`src/rtl/multi_sym_strategy.sv`:
```
// multi_sym_strategy: per-symbol threshold strategy with position limits, cooldowns and a valid/ready order slot
module multi_sym_strategy #(
    parameter int PRICE_W     = 32,
    parameter int QTY_W       = 16,
    parameter int NUM_SYM     = 4,
    parameter int SYM_W       = 2,
    parameter int POS_W       = 20,
    parameter int MAX_POS     = 1000,
    parameter int COOLDOWN    = 8,
    parameter int DEF_BUY_TH  = 1000,
    parameter int DEF_SELL_TH = 1000
) (
    input  logic               clk,
    input  logic               rst_n,
    input  logic               data_valid,
    input  logic [SYM_W-1:0]   sym_id,
    input  logic [PRICE_W-1:0] price,
    input  logic [QTY_W-1:0]   qty,
    input  logic               cfg_we,
    input  logic [SYM_W-1:0]   cfg_sym,
    input  logic [PRICE_W-1:0] cfg_buy_th,
    input  logic [PRICE_W-1:0] cfg_sell_th,
    input  logic               cfg_en,
    output logic               ord_valid,
    input  logic               ord_ready,
    output logic               ord_side,
    output logic [SYM_W-1:0]   ord_sym,
    output logic [PRICE_W-1:0] ord_price,
    output logic [QTY_W-1:0]   ord_qty,
    input  logic [SYM_W-1:0]   pos_rd_sym,
    output logic [POS_W-1:0]   pos_rd_data,
    output logic [15:0]        drop_cnt
);
    localparam int CD_W = COOLDOWN > 0 ? $clog2(COOLDOWN + 1) : 1;
    localparam logic signed [POS_W:0] LIM = (POS_W+1)'(MAX_POS);
    logic               s1_valid;
    logic [SYM_W-1:0]   s1_sym;
    logic [PRICE_W-1:0] s1_price;
    logic [QTY_W-1:0]   s1_qty;
    logic [PRICE_W-1:0] buy_th  [NUM_SYM];
    logic [PRICE_W-1:0] sell_th [NUM_SYM];
    logic [NUM_SYM-1:0] en;
    logic [POS_W-1:0]   pos [NUM_SYM];
    logic [CD_W-1:0]    cd  [NUM_SYM];
    logic signed [POS_W:0] p_ext, q_ext, p_buy, p_sell;
    logic buy_c, sell_c, qual, issue;
    assign pos_rd_data = pos[pos_rd_sym];
    // limit check runs one bit wider than the position so it cannot wrap
    always_comb begin
        p_ext  = {pos[s1_sym][POS_W-1], pos[s1_sym]};
        q_ext  = (POS_W+1)'(s1_qty);
        p_buy  = p_ext + q_ext;
        p_sell = p_ext - q_ext;
        buy_c  = s1_price < buy_th[s1_sym];
        sell_c = !buy_c && s1_price > sell_th[s1_sym];
        qual   = s1_valid && en[s1_sym] && cd[s1_sym] == '0 && (buy_c ? p_buy <= LIM : sell_c && p_sell >= -LIM);
        issue  = qual && (!ord_valid || ord_ready);
    end
    always_ff @(posedge clk) begin
        if (!rst_n) begin
            s1_valid  <= 1'b0;
            s1_sym    <= '0;
            s1_price  <= '0;
            s1_qty    <= '0;
            ord_valid <= 1'b0;
            ord_side  <= 1'b0;
            ord_sym   <= '0;
            ord_price <= '0;
            ord_qty   <= '0;
            drop_cnt  <= '0;
            en        <= '1;
            for (int i = 0; i < NUM_SYM; i++) begin
                buy_th[i]  <= PRICE_W'(DEF_BUY_TH);
                sell_th[i] <= PRICE_W'(DEF_SELL_TH);
                pos[i]     <= '0;
                cd[i]      <= '0;
            end
        end else begin
            s1_valid <= data_valid && int'(sym_id) < NUM_SYM && qty != '0;
            s1_sym   <= sym_id;
            s1_price <= price;
            s1_qty   <= qty;
            for (int i = 0; i < NUM_SYM; i++) begin
                cd[i] <= cd[i] != '0 ? cd[i] - CD_W'(1) : cd[i];
                if (cfg_we && int'(cfg_sym) == i) begin
                    buy_th[i]  <= cfg_buy_th;
                    sell_th[i] <= cfg_sell_th;
                    en[i]      <= cfg_en;
                end
            end
            if (issue) begin
                ord_valid   <= 1'b1;
                ord_side    <= !buy_c;
                ord_sym     <= s1_sym;
                ord_price   <= s1_price;
                ord_qty     <= s1_qty;
                pos[s1_sym] <= buy_c ? p_buy[POS_W-1:0] : p_sell[POS_W-1:0];
                cd[s1_sym]  <= CD_W'(COOLDOWN);
            end else if (ord_ready) begin
                ord_valid <= 1'b0;
            end
            if (qual && !issue && drop_cnt != 16'hFFFF)
                drop_cnt <= drop_cnt + 16'd1;
        end
    end
endmodule

```
`config.mk`:
```
export PLATFORM = sky130hd
export DESIGN_NAME = multi_sym_strategy
export DESIGN_NICKNAME = d
export VERILOG_FILES = /design/src/rtl/multi_sym_strategy.sv
export SDC_FILE = /design/constraint.sdc
export NUM_CORES = 1
export LEC_CHECK = 0
export ABC_AREA = 1
export BUFFER_PORTS_ARGS = -buffer_cell sky130_fd_sc_hd__buf_2
export CORE_MARGIN = 1
export CORE_UTILIZATION = 35
export DETAILED_ROUTE_END_ITERATION = 8
export PLACE_DENSITY = 0.48
export SYNTH_ARGS = -nofsm -noshare
export SYNTH_HDL_FRONTEND = slang
export SYNTH_SLANG_ARGS = --single-unit
export TNS_END_PERCENT = 1
```
`constraint.sdc`:
```
create_clock -name clk -period 7.6 [get_ports clk]
set_input_delay 1.52 -clock clk [delete_from_list [all_inputs] [get_ports clk]]
set_output_delay 1.52 -clock clk [all_outputs]
set_load 0.005 [all_outputs]
```
* After elaboration in Yosys (flattened, before gate mapping)
Memory sizes are Yosys's and may differ from the RTL's. A register that Yosys moved wholly into a read port is not among the register bits.
Index checks and enable logic that the tools add are counted.
** Storage, ports and cells
- Memories :: 4
- Bits in registers :: 123
- RAM bits :: 352
- Output and inout bits :: 88
** Memory list
- buy_th :: words 4, width 32, read ports 1, clocked after Yosys merged registers in 1, wr ports 4, RTL line 40 : logic [PRICE_W-1:0] buy_th [NUM_SYM];
- sell_th :: words 4, width 32, read ports 1, clocked after Yosys merged registers in 1, wr ports 4, RTL line 41 : logic [PRICE_W-1:0] sell_th [NUM_SYM];
- pos :: words 4, width 20, read ports 2, clocked after Yosys merged registers in 1, wr ports 4, RTL line 43 : logic [POS_W-1:0] pos [NUM_SYM];
- cd :: words 4, width 4, read ports 5, clocked after Yosys merged registers in 1, wr ports 5, RTL line 44 : logic [CD_W-1:0] cd [NUM_SYM];
** Cells by class
- Equal/unequal tests :: 4
- Reduce and logical (&&, ||, !) cells :: 26
- Multiplexer cells :: 46
- Order comparisons :: 5
- Add/subtract/negate cells :: 7
- Bitwise gates (word level) :: 12
** Operator list (number)
- two-way mux 32 bit :: 8
- two-way mux 20 bit :: 2
- greater-than comparator 32 bit :: 1
- less-than comparator 32 bit :: 1
- two-way mux 4 bit :: 8
- two-way mux 1 bit :: 22
- adder 20 x 17 -> 21 bit :: 1
- >= comparator 21 x 11 -> 1 bit, second input constant :: 1
- less-or-equal comparator 21 x 11 -> 1 bit, second input constant :: 1
- subtractor 20 x 17 -> 21 bit :: 1
- OR reduction 20 bit :: 1
- adder 16 x 1 -> 16 bit, second input constant :: 1
- != test 16 bit, second input constant :: 1
- nonzero test 16 bit :: 1
- nonzero test 4 bit :: 4
- subtractor 4 x 1 -> 4 bit, second input constant :: 4
- logical AND 1 bit :: 13
- bitwise OR 1 bit :: 12
- two-way mux 2 bit :: 5
- equality test 2 bit, second input constant :: 2
- logical NOT 4 bit :: 1
- logical NOT 1 bit :: 3
- less-than comparator 2 x 3 -> 1 bit, second input constant :: 1
- binary-select mux 1 bit (select 2 bit) :: 1
- other kinds (4) :: 4

* Longest topological paths before layout
Gate-level depths: netlist (run 1).
- Depth after elaboration :: 12
- Mapped depth :: 33
- Gate-level depth less buffers :: 28

* Worst setup path after synthesis (run 1)
No wires, ideal clock.
- Path kind :: reg2reg
- Start point :: register s1_sym[1]
- End point :: memory pos[0][0] (enable)
- Data arrival time :: 5.053 ns
- Path slack :: 2.115 ns
- Clock period less this slack :: 5.485 ns
- Cell stages (with the launch flop) :: 26
- Data required time :: 7.168 ns
- Path through :: dfxtp_1 nor2_1 clkbuf_1 clkbuf_1 clkbuf_1 a22oi_1 nand2_1 ha_1 clkbuf_2 nand2_1 inv_1 a21oi_1 nand2_1 nand3_1 nand2_1 nand2_1 nand2_1 nand2_1 nand2_1 nor2_1 nand2_1 nand2_1 nand2_1 a21oi_4 nand3_2 o21ai_0
** RTL lines
- start, declared :: RTL line 37 : logic [SYM_W-1:0] s1_sym;
- start signal, assigned :: RTL line 80 : s1_sym <= sym_id;
- end, declared :: RTL line 43

==> results of run 1 <==
stage by stage:
step           setup WS (ps)  hold WS, ps  utilization [%]  total power [uW]
2_1_floorplan           2115        446.8                -              3838
3_3_place_gp            1547        432.5            38.67              4226
3_5_place_dp            1447        436.5            38.67              4249
4_1_cts                 1391        451.3            41.46              6925
5_1_grt                953.9        473.1            41.46              7174
6_report                1357        449.8            41.46              6849
final timing paths:
path                            startpoint         end  slack (ps)
worst max-delay path             s1_sym[0]  pos[2][10]        1360
worst min-delay path            ord_qty[4]  ord_qty[4]         450
worst max register to register   s1_sym[0]  pos[2][10]        1360
worst min register to register  ord_qty[4]  ord_qty[4]         450
cell usage in the layout, fill, tap and decap left out, types with 13 or more instances in the layout:
cell type  instances
xor2_1            13
dfxtp_1          139
inv_1            271
a221oi_1          63
o22ai_1           18
nand4_1           15
a21oi_1           78
clkbuf_16         54
clkinv_1          19
edfxtp_1         336
nor2_1           449
ha_1             104
buf_2            210
o21ai_0           95
a22oi_1           28
buf_4             28
a22o_1            63
nand3_1           95
nand2_1          574
per-layer routing:
| layer | part of all wire (%) | routed length, um |
|---|---|---|
| met5 | 0 | 0 |
| met4 | 2.5 | 1871 |
| met3 | 4.1 | 3013 |
| met2 | 51 | 37630 |
| met1 | 42 | 31240 |
where the power goes:
group	leakage [uW]	internal (uW)	switching (uW)
clock	0.000872	1570	1090
sequential	0.00448	2960	88.1
combinational	0.00681	364	777
total	0.0122	4890	1960
flip-flops by register name (all words and copies together) (netlist names):
register	cells
buy_th	128
sell_th	128
pos	80
ord_price	32
s1_price	32
cd	16
drop_cnt	16
ord_qty	16
s1_qty	16
en	4
ord_sym	2
s1_sym	2
ord_side	1
ord_valid	1
s1_valid	1
area by class of cell:
cell class | count | area share (%)
well taps | 855 | 3.981
repair buffers | 241 | 4.917
inverters | 283 | 3.953
clock buffers | 72 | 5.504
multi-input cells | 1676 | 32.53
clock inverters | 28 | 1.211
flip-flops and latches | 475 | 47.90
worst max-delay path: cells and delay by family, from the launching register on:
family / cells / cell delay [ps]
AOI/OAI and AO/OA: 2 / 270
adders and majority gates: 1 / 310
buffers and inverters: 5 / 2320
DFF: 1 / 660
and+or+nand+nor: 13 / 2460
cells by family after synthesis:
family                     share of synthesized area (%)
and+or+nand+nor                                    20.20
DFF                                                55.76
buffers and inverters                              6.633
AOI/OAI and AO/OA                                  10.94
adders and majority gates                          5.810
xor gates and xnor gates                          0.5691
muxes                                            0.08671
==> flow_metrics.py, run 1 <==
metrics = {
    "run_status": {
        "status": "finished, final reports clean",
    },
    "global_route": {
        "grt_pass1_wl_um": 111900,
        "grt_usage_pct": 21.99,
        "grt_use_met1_pct": 27.14,
        "use_met3_pct": 2.289,
        "antenna_found_initial": 0,
        "grt_pass1_vias": 18680,
        "gr-total-overflow": 0,
        "grt_max_degree": 69,
        "grt.busiest_layer": "met2",
        "use_met2_pct": 40.04,
    },
    "worst_setup_path": {
        "cp.arrival_ps": 6720,
        "worstSetupEndpointType": "flip-flop",
        "r2r_cells": 21,
        "cpMostUsedCell": "nand2_1",
        "slowest_delay_ps": 800,
        "cp_max_fo": 44,
        "crit_chain": "nand2_2 > inv_2 > buf_4 > a22o_1 > a221oi_1 > ha_1 > nand2_1 > inv_1 > nand3_1 > nor3_1 > and3_1 > nand2_1 > nand2_1 > buf_4 > nor2_1 > nand2_2 > nand3_2 > nor2_4 > buf_4 > nand2_1 > nor2_1",
        "cp.required_ps": 8070,
        "critPathLaunchType": "flip-flop",
        "critical_path_class": "flip-flop to flip-flop",
        "cp_slowest_cell": "inv_2",
    },
    "synth": {
        "yosysSeqAreaShare_pct": 55.76,
        "ys_seq_elements": 475,
        "syn_nets": 2776,
        "syn_area_per_cell_um2": 9.068,
        "async_flop_share_pct": 0,
        "yosysWarnings": 0,
        "synth_common_cells": "nand2_1, nor2_1, edfxtp_1",
        "syn_area_um2": 23090,
        "synthCells": 2546,
        "yosys-top-cells-area": "edfxtp_1, dfxtp_1, nand2_1",
        "yosys.cell_count.top_type": "nand2_1",
        "ys.flop_type": "edfxtp_1",
        "synth_edf_count": 336,
        "synth_cell_type_count": 49,
        "netlist.area_leader.share_pct": 43.70,
        "post-synth-top-area-cell": "edfxtp_1",
    },
    "sta": {
        "tightestPinTransition_ps": 1054,
        "period_minus_slack_ps": 6243,
        "finalMaxSlewViolations": 0,
        "setup_viol": 0,
        "fmax_ghz": 0.1602,
        "period_share_pct": 82.14,
        "fin_setup_tns_ps": 0,
        "relSlewSlack_pct": 29.70,
        "rsz0062_at_grt": "false",
        "finClkSkew_ps": 29.35,
        "hold_viol": 0,
    },
    "placed_design": {
        "dpl.hpwl_um": 49420,
        "io_buffer_count": 211,
        "routabilityCongestion": 0.9075,
        "placedCellCount": 3530,
        "placed_cell_area_um2": 25070,
    },
    "cells_and_area": {
        "nets": 2961,
        "final.fill_count": 6414,
        "multi_input_area_um2": 8741,
        "fin_area_um2": 26870,
        "diodes": 0,
        "layoutNonFillerInstCount": 3630,
        "area_growth_syn_to_layout_pct": 16.39,
        "drive_gt1_share_pct": 12.47,
        "seqCellArea_um2": 12870,
    },
    "pwr": {
        "power_density_nw_per_um2": 254.9,
        "vdd_drop_max_v": 0.0001668,
        "power_leakage_uw": 0.01216,
    },
    "clock_network": {
        "hold_buffers": 0,
        "h-tree-depth": 2,
        "cts_tree": "yes",
        "cts_buffers": 54,
        "cts.repair.resized": 0,
        "clock_latency_ps": 630,
        "path_clk_slew_ps": 60,
        "cts.sinks": 475,
        "cts_root_buf": "clkbuf_16",
        "clk_path_buf_depth": 3,
        "cts_setup_buffers": 0,
    },
    "drt": {
        "viasPerCell": 5.056,
        "drtIter0Drc": 1147,
        "dr.pass1.iters": 5,
        "dr_total_vias": 18360,
        "wl_per_cell_um": 20.32,
        "drt-total-wl_um": 73750,
        "drtAntennaViolNets": 0,
        "drc": 0,
    },
    "run": {
        "maxCapViolCount": 0,
    },
    "min_path": {
        "hold_class": "flip-flop to flip-flop",
        "worst_hold_path.num_cells": 2,
    },
    "floorplanning": {
        "dieArea_um2": 67000,
        "io_pins": 212,
        "rows": 93,
        "fp.dieW_um": 258.8,
        "core_area_um2": 64810,
        "start_util_pct": 35.62,
        "fp.dieH_um": 258.8,
    },
}
No activity file was read; power rests on OpenSTA's default activity.
==> run 2, diff against run 1 <==
- ABC_AREA: 1 -> 0
- PLACE_DENSITY: 0.48 -> 0.49
- clock period: 7.6 -> 5 ns (I/O delays scaled with it)
==> run 2 against run 1 <==
Compared with the run above: via count decreased by 9.2%; register-to-register slack got worse by 1100 ps; largest power group unchanged; clock power increased by 45%; area after synthesis up 6.9%; non-clock buffer count is 49 higher; critical path depth down 6; routed wire length down 5.9%; clock skew grew 11 ps; setup slack got worse by 1100 ps; sequential power is 52% higher; highest routed layer is now met5.
==> flow_metrics.py, run 2 <==
metrics = {
    "cells_and_area": {
        "layout_common_cells": "edfxtp_1, and2_1, buf_2",
        "final_common_cell": "edfxtp_1",
        "reg_top3": "buy_th: 128 flops, sell_th: 128 flops, pos: 80 flops",
        "nets": 2490,
        "drive_gt1_share_pct": 22.22,
        "final.fill_count": 6649,
        "fin_area_um2": 28880,
        "utilization_pct": 41.75,
        "area_growth_syn_to_layout_pct": 17.08,
    },
    "floorplanning": {
        "io_pins": 212,
        "fp.dieH_um": 267.5,
        "core_area_um2": 69190,
        "dieArea_um2": 71550,
        "fp.dieW_um": 267.5,
        "rows": 96,
        "start_util_pct": 35.66,
    },
    "placed_design": {
        "io_buffer_count": 211,
        "placed_cell_area_um2": 27030,
        "dpl.hpwl_um": 46460,
        "routabilityCongestion": 0.8564,
    },
    "sta": {
        "finClkSkew_ps": 39.97,
        "rsz0062_at_grt": "false",
        "fmax_ghz": 0.2119,
        "relSlewSlack_pct": 37.95,
        "finalMaxSlewViolations": 0,
        "tightestPinTransition_ps": 930.7,
        "period_minus_slack_ps": 4719,
        "hold_viol": 0,
        "setup_viol": 0,
        "period_share_pct": 94.38,
        "fin_setup_tns_ps": 0,
    },
    "drt": {
        "drt-total-wl_um": 69440,
        "drtAntennaViolNets": 0,
        "dr_total_vias": 16660,
        "wl_met2_um": 35280,
        "drt-met1-wl_um": 28820,
        "viasPerCell": 5.143,
        "route.met3.wl_um": 3066,
        "drc": 0,
        "highest_layer": "met5",
        "dr.pass1.iters": 5,
        "wl_per_cell_um": 21.43,
        "drtIter0Drc": 1053,
    },
    "worst_setup_path": {
        "critPathLaunchType": "flip-flop",
        "r2r_start": "s1_sym[0]",
        "ff2ff_setup_slack_ps": 280,
        "r2r_cells": 15,
        "worstSetupEndpointType": "flip-flop",
        "cp.required_ps": 5310,
        "r2r-end": "pos[3][15]",
        "cp_max_fo": 20,
        "critPathLaunch": "s1_sym[0]",
        "critical_path_class": "flip-flop to flip-flop",
        "cp.arrival_ps": 5030,
    },
    "pwr": {
        "clkPwrFrac_pct": 36.9,
        "p_switching_uw": 2918,
        "p_int_uw": 7529,
        "p_seq_share_pct": 44.5,
        "power_density_nw_per_um2": 361.7,
        "p_comb_share_pct": 18.6,
        "switching_share_pct": 27.93,
        "power_leakage_uw": 0.01129,
        "vdd_drop_max_v": 0.0002191,
    },
    "min_path": {
        "whs_endpoint": "ord_qty[7]",
        "worst_hold_path.num_cells": 2,
        "hold_class": "flip-flop to flip-flop",
        "hold_start": "ord_qty[7]",
    },
    "global_route": {
        "grt_max_degree": 100,
        "grt_pass1_vias": 16970,
        "grt_usage_pct": 19.52,
        "antenna_found_initial": 13,
        "grt_pass1_wl_um": 104900,
        "gr-total-overflow": 0,
    },
    "clock_network": {
        "h-tree-depth": 2,
        "path_clk_slew_ps": 70,
        "cts_buffers": 54,
        "cts_tree": "yes",
        "hold_buffers": 0,
        "cts_root_buf": "clkbuf_16",
        "cts.sinks": 475,
        "clk_path_buf_depth": 3,
        "clock_latency_ps": 630,
    },
    "synth": {
        "yosys-top-cells-area": "edfxtp_1, dfxtp_1, mux4_2",
        "synth_edf_count": 336,
        "yosysWarnings": 0,
        "yosys.cell_count.top_type": "edfxtp_1",
        "async_flop_share_pct": 0,
        "syn_nets": 2272,
        "post-synth-top-area-cell": "edfxtp_1",
        "synth_common_cells": "edfxtp_1, and2_1, nand2_1",
        "ys_seq_elements": 475,
        "ys.flop_type": "edfxtp_1",
        "syn_area_per_cell_um2": 12.08,
        "yosysSeqAreaShare_pct": 52.18,
        "netlist.area_leader.share_pct": 40.90,
        "synthCells": 2042,
        "synth_cell_type_count": 80,
        "syn_area_um2": 24670,
    },
    "run_status": {
        "status": "finished, final reports clean",
    },
    "run": {
        "maxCapViolCount": 0,
    },
}
==> run 2: changes by cell type in the layout (fill, tap and decap cells not counted), sizes merged, moves of 49 or more <==
cell	previous run	this run
mux2i	2	72
mux4	0	104
nand3	96	16
o21ai	104	40
inv	278	114
a22o	63	1
nor2	455	57
buf	241	290
and4	0	58
nand2	583	166
a221oi	63	2
and2	2	259
nand2b	0	53
==> run 2: cell type report <==
| class | count | area (um^2) | share of cell area, % |
|---|---|---|---|
| Antenna cell | 5 | 12.51 | 0.04332 |
| Clock inverter | 27 | 225.2 | 0.7798 |
| Inverter | 113 | 424.2 | 1.469 |
| Sequential cell | 475 | 12880 | 44.59 |
| Tap cell | 931 | 1165 | 4.033 |
| Multi-Input combinational cell | 1326 | 10850 | 37.58 |
| Timing Repair Buffer | 290 | 1838 | 6.364 |
| Clock buffer | 73 | 1484 | 5.138 |
==> run 2: power by group through the flow <==
stage,sequential (uW),clock (uW),combinational [uW]
after floorplan,4690,0,1320
after global placement,4730,0,1930
after detailed placement,4740,0,1950
after CTS,4660,3950,1960
after global routing,4680,4110,2160
final,4650,3850,1940
==> run 2: logic make-up after synthesis <==
group / count (synthesis) / share of synthesized area, %
AO/OA/AOI/OAI: 234 / 6.335
XOR/XNOR: 34 / 1.207
adder cells (fa/ha/maj): 106 / 5.437
buffers and inverters: 241 / 4.210
flip-flops: 475 / 52.18
multiplexers: 180 / 12.60
AND/OR/NAND/NOR: 772 / 18.04
==> run 2: critical path, cell delays in order (launching register included) <==
cell,delay (ps)
dfxtp_4,440
buf_12,150
buf_12,190
mux4_2,610
ha_1,320
buf_4,190
and3_1,230
a311oi_1,460
o31a_1,230
xor2_1,160
nor3b_1,270
and4_1,270
a21o_1,140
and3_4,320
a31o_1,230
buf_12,180
==> run 2: what timing repair did <==
item                                    in CTS  in global routing
gates resized for setup                      0                  4
hold endpoints to repair                     0                  0
setup buffers                                0                 10
endpoints found under the setup margin       0                218
==> run 2: how the worst max path moves through the flow <==
stage | end | slack, ps | cells past startpoint
6_report | pos[3][15] | 280 | 15
5_1_grt | pos[0][19] | 40 | 16
4_1_cts | pos[3][1] | 70 | 13
3_5_place_dp | pos[3][1] | 90 | 13
3_3_place_gp | pos[1][19] | 140 | 15
2_1_floorplan | buy_th[1][0] | -1170 | 2
==> run 2: through the flow <==
stage / hold slack [ps] / power, uW / std cells / worst slack [ps]
after floorplan: 438.0 / 6013 / 2042 / -1170
after global placement: 443.2 / 6665 / 3125 / 144.1
after detailed placement: 447.6 / 6692 / 3125 / 91.42
after CTS: 458.2 / 10570 / 3225 / 66.18
after global routing: 473.7 / 10950 / 3236 / 35.79
final: 456.1 / 10450 / 3240 / 281.1
==> run 2: metal layers <==
metal / GRT usage, % / vias up
met3: 3.871 / 123
met1: 23.54 / 8241
met4: 6.193 / 18
met2: 34.77 / 339
li1: - / 7943
met5: 0 / -
